==> src/rtl/reg_file.sv <==
// rtl/reg_file.sv - MIPS register file with write-pending scoreboard (optional REGFILE_BYPASS_EN)
module reg_file #(
    parameter int PEND_W = 2
) (
    input  logic        clk,
    input  logic        rst,
    input  logic [4:0]  rs_addr,
    output logic [31:0] rs_val,
    input  logic [4:0]  rt_addr,
    output logic [31:0] rt_val,
    output logic        rs_busy,
    output logic        rt_busy,
    input  logic [4:0]  iss_addr,
    input  logic        iss_we,
    input  logic [4:0]  wb_addr,
    input  logic [31:0] wb_din,
    input  logic        wb_we,
    output logic        sb_err
);

    localparam logic [PEND_W-1:0] PEND_MAX = {PEND_W{1'b1}};
    localparam logic [PEND_W-1:0] PEND_ONE = PEND_W'(1);

    // Entry 0 exists only to keep indexing uniform; it is cleared on reset and never written.
    logic [31:0]       regs     [0:31];
    logic [PEND_W-1:0] pend     [0:31];
    logic [PEND_W-1:0] pend_nxt [0:31];
    logic              err_set;
    logic              inc;
    logic              dec;

    // Next pending count per register; same-cycle issue and writeback cancel out.
    always_comb begin
        err_set     = 1'b0;
        inc         = 1'b0;
        dec         = 1'b0;
        pend_nxt[0] = '0;
        for (int r = 1; r < 32; r++) begin
            inc         = iss_we && (iss_addr == 5'(r));
            dec         = wb_we && (wb_addr == 5'(r));
            pend_nxt[r] = pend[r];
            if (inc && !dec) begin
                if (pend[r] == PEND_MAX)
                    err_set = 1'b1;
                else
                    pend_nxt[r] = pend[r] + PEND_ONE;
            end else if (dec && !inc) begin
                if (pend[r] == '0)
                    err_set = 1'b1;
                else
                    pend_nxt[r] = pend[r] - PEND_ONE;
            end
        end
    end

    // Register array, pending counters and sticky error; reset discards everything.
    always_ff @(posedge clk) begin
        if (rst) begin
            for (int r = 0; r < 32; r++) begin
                regs[r] <= '0;
                pend[r] <= '0;
            end
            sb_err <= 1'b0;
        end else begin
            if (wb_we && (wb_addr != 5'd0))
                regs[wb_addr] <= wb_din;
            for (int r = 0; r < 32; r++)
                pend[r] <= pend_nxt[r];
            if (err_set)
                sb_err <= 1'b1;
        end
    end

    // Combinational read ports and busy flags; r0 is always zero and never busy.
    always_comb begin
        rs_val  = '0;
        rt_val  = '0;
        rs_busy = 1'b0;
        rt_busy = 1'b0;
        if (rs_addr != 5'd0) begin
            rs_val  = regs[rs_addr];
            rs_busy = (pend[rs_addr] != '0);
`ifdef REGFILE_BYPASS_EN
            if (wb_we && (wb_addr == rs_addr)) begin
                rs_val  = wb_din;
                rs_busy = (pend[rs_addr] > PEND_ONE);
            end
`endif
        end
        if (rt_addr != 5'd0) begin
            rt_val  = regs[rt_addr];
            rt_busy = (pend[rt_addr] != '0);
`ifdef REGFILE_BYPASS_EN
            if (wb_we && (wb_addr == rt_addr)) begin
                rt_val  = wb_din;
                rt_busy = (pend[rt_addr] > PEND_ONE);
            end
`endif
        end
    end

endmodule

==> config.mk <==
export PLATFORM = sky130hd
export DESIGN_NAME = reg_file
export DESIGN_NICKNAME = d
export VERILOG_FILES = /design/src/rtl/reg_file.sv
export SDC_FILE = /design/constraint.sdc
export NUM_CORES = 2
export LEC_CHECK = 0
export CORE_MARGIN = 2
export CORE_UTILIZATION = 58
export DETAILED_ROUTE_END_ITERATION = 8
export DONT_BUFFER_PORTS = 1
export GPL_TIMING_DRIVEN = 0
export PLACE_DENSITY = 0.88
export SLEW_MARGIN = 20
export SYNTH_ARGS = -nofsm -noshare
export SYNTH_HDL_FRONTEND = slang
export SYNTH_SLANG_ARGS = --single-unit
==> constraint.sdc <==
create_clock -name clk -period 2.5 [get_ports clk]
set_input_delay 0.5 -clock clk [delete_from_list [all_inputs] [get_ports clk]]
set_output_delay 0.5 -clock clk [all_outputs]
set_load 0.02 [all_outputs]
==> results.json <==
{
  "synth.avg_cell_area_um2": 14.3,
  "ant_nets": 0,
  "synthTopCellsByCount": "1024 x edfxtp_1, 997 x and2_1, 494 x mux4_2",
  "netlist.area_leader.share_pct": 51.2,
  "worstSkewPairLatency_ns": 0.75,
  "yosys.area.top_type": "edfxtp_1",
  "finalHoldViolations": 0,
  "cts_tree": "yes",
  "synthFlopType": "edfxtp_1",
  "place.gp.congestion": 1.06,
  "ios": 123,
  "cts_root_buf": "clkbuf_16",
  "drt_iter0_markers": 9565,
  "rows": 118,
  "rsz0062_at_grt": "yes",
  "synth_most_common_cell": "edfxtp_1",
  "fin_cells": 5994,
  "ir_drop_mv": 0.647,
  "path_max_fanout": 10,
  "fin_crit_sh_pct": 135,
  "total_power_uw": 47000,
  "via_count": 46300,
  "nFillCells": 6278,
  "grt_max_degree": 33,
  "die_h_um": 326,
  "cap_violations": 0,
  "hold-worst-slack_ns": 0.0202,
  "synth_seq_cells": 1087,
  "numCtsBuffers": 111,
  "setup_slack_ns": -0.865,
  "path_class": "in -> out",
  "cts_max_level": 3,
  "slew_headroom_pct": 13.1,
  "drc": 4,
  "ys_top_cells_by_area": "edfxtp_1 51%, mux4_2 19%, and2_1 10%, mux4_1 2.7%, dfxtp_1 2.1%",
  "fin_skew_ns": 0.0274,
  "grt_pass1_wl_um": 324000,
  "fp.dieW_um": 326,
  "crit_required_ns": 2.00,
  "grtUsageTotal_pct": 44.4,
  "endpoint_kind": "primary output",
  "syn_to_final_growth_pct": 18.7,
  "synth_cells": 4184,
  "num-nets-final": 4592,
  "synth_area_um2": 60000,
  "core_area_um2": 103000,
  "wl_per_cell_um": 40.9,
  "yosysSeqAreaShare_pct": 53.3,
  "grt_pass1_vias": 43400,
  "max_stage_delay_ns": 0.76,
  "violations": "DRC, setup timing",
  "dieArea_um2": 106000,
  "outcome": "finished with violations",
  "dp_hpwl_um": 156000,
  "worstSetupStartpointType": "input port",
  "drive_above_1_share_pct": 29.6,
  "hold_path_class": "in -> reg",
  "reg2reg_slack_ns": 0.71,
  "synth_cell_types": 55,
  "ys_warn_count": 0,
  "cts_buffer_depth": 3,
  "gr-total-overflow": 0,
  "powerDensity_nw_per_um2": 659,
  "io_buffer_count": 0,
  "cpMostUsedCell": "clkbuf_2",
  "viasPerCell": 7.73,
  "clk_pin_slew_ns": 0.06,
  "dp_slack_ns": -1.53,
  "synth-edff-count": 1024,
  "drtPass1Iterations": 9,
  "setup_viol": 775,
  "drv_slew": 0,
  "drt_wl_total_um": 245000,
  "crit_path_top_delay_cell": "nor4_4",
  "dp.cells": 5600,
  "async_flop_share_pct": 0,
  "fmax_ghz": 0.297,
  "worst_pin_slew_ns": 1.30,
  "fin_crit_ns": 3.36,
  "arrival_ns": 2.86,
  "antenna_found_initial": 34,
  "p_leak_uw": 0.0250,
  "cts.sinks": 1087,
  "crit_chain": "clkbuf_2, clkbuf_2, mux2_4, o22ai_4, nor4_4",
  "floorplan.initialDensity_pct": 58.3
}
-- timing repair --
item,4_1_cts,5_1_grt
hold buffers,28,3
hold endpoints to repair,28,3
cloned,5,4
pin swaps,97,43
endpoints found under the setup margin,194,510
buffers inserted,65,62
resized for setup,579,157
-- logic make-up (layout without fill, tap and decap cells) --
kind of cell / count (synthesis) / in the layout / share of synthesized area (%)
multiplexers: 666 / 666 / 23.2
flip-flops: 1087 / 1087 / 53.3
adder cells (fa/ha/maj): 62 / 62 / 1.29
buffers and inverters: 495 / 849 / 3.52
AO/OA/AOI/OAI: 381 / 381 / 3.96
AND/OR/NAND/NOR: 1492 / 1492 / 14.7
other: 1 / 77 / 0.00625
-- final timing paths --
| kind | from | to | cells past startpoint |
|---|---|---|---|
| worst max-delay path | rs_addr[3] | rs_val[12] | 5 |
| worst max register to register | pend[15][0] | sb_err | 5 |
| worst min-delay path | wb_din[4] | regs[26][4] | 1 |
| worst min register to register | pend[13][0] | pend[13][1] | 2 |
-- report_power, final --
part / total [uW] / switching (uW) / leakage (uW) / internal [uW]
registers: 21400 / 575 / 0.0103 / 20800
logic: 7600 / 4570 / 0.0129 / 3030
clock network: 17900 / 7930 / 0.00183 / 10000
total: 47000 / 13100 / 0.0250 / 33900
-- sequential cells by signal, indices dropped and copies added, names as in the netlist --
register  flops
sb_err        1
pend         62
regs       1024
-- placed cells by master (no fill, tap or decap), drive strengths merged, types with 32 or more instances in the layout --
master	synthesis	final
a211oi	43	43
a21oi	56	56
and2	997	997
buf	97	233
clkbuf	313	425
clkinv	1	53
conb	1	32
dfxtp	63	63
diode	0	45
edfxtp	1024	1024
ha	62	62
inv	84	84
mux2	47	47
mux2i	63	63
mux4	556	556
nand2	96	96
nand2b	40	40
nor2	116	116
nor2b	70	70
nor4	38	38
o21ai	91	91
o22ai	100	100
-- critical path: cells and delay by family --
family | cells | cell delay [ns]
buffers and inverters | 2 | 0.96
AND/OR/NAND/NOR | 1 | 0.76
multiplexers | 1 | 0.48
AO/OA/AOI/OAI | 1 | 0.13
-- per-layer routing --
layer	global-route usage [%]	routed length [um]	vias to the layer above
li1	-	-	16600
met1	50.3	68500	22100
met2	61.4	98300	5788
met3	24.6	48000	1822
met4	36.5	29800	24
met5	1.06	468	-
-- stage by stage --
step / util (%) / TNS [ns] / cell area, um2
finish: 69.1 / -186.29 / 71300
CTS: 67.9 / -30.29 / 70000
global route: 69.1 / -124.60 / 71200
global placement: 61.0 / -775.70 / 62800
floorplan: - / -3.90 / 61100
detailed placement: 61.1 / -768.16 / 63000
-- cell type report --
cell class	count	area, um2	area share (%)
flip-flops and latches	1087	32100	45.0
well taps	1380	1730	2.42
clock inverters	75	908	1.27
diodes	45	113	0.158
repair buffers	167	1990	2.79
clock buffers	133	2880	4.04
inverters	85	319	0.448
plain buffers	389	3280	4.60
multi-input cells	2633	28000	39.2
(Power assumes the default switching activity.)
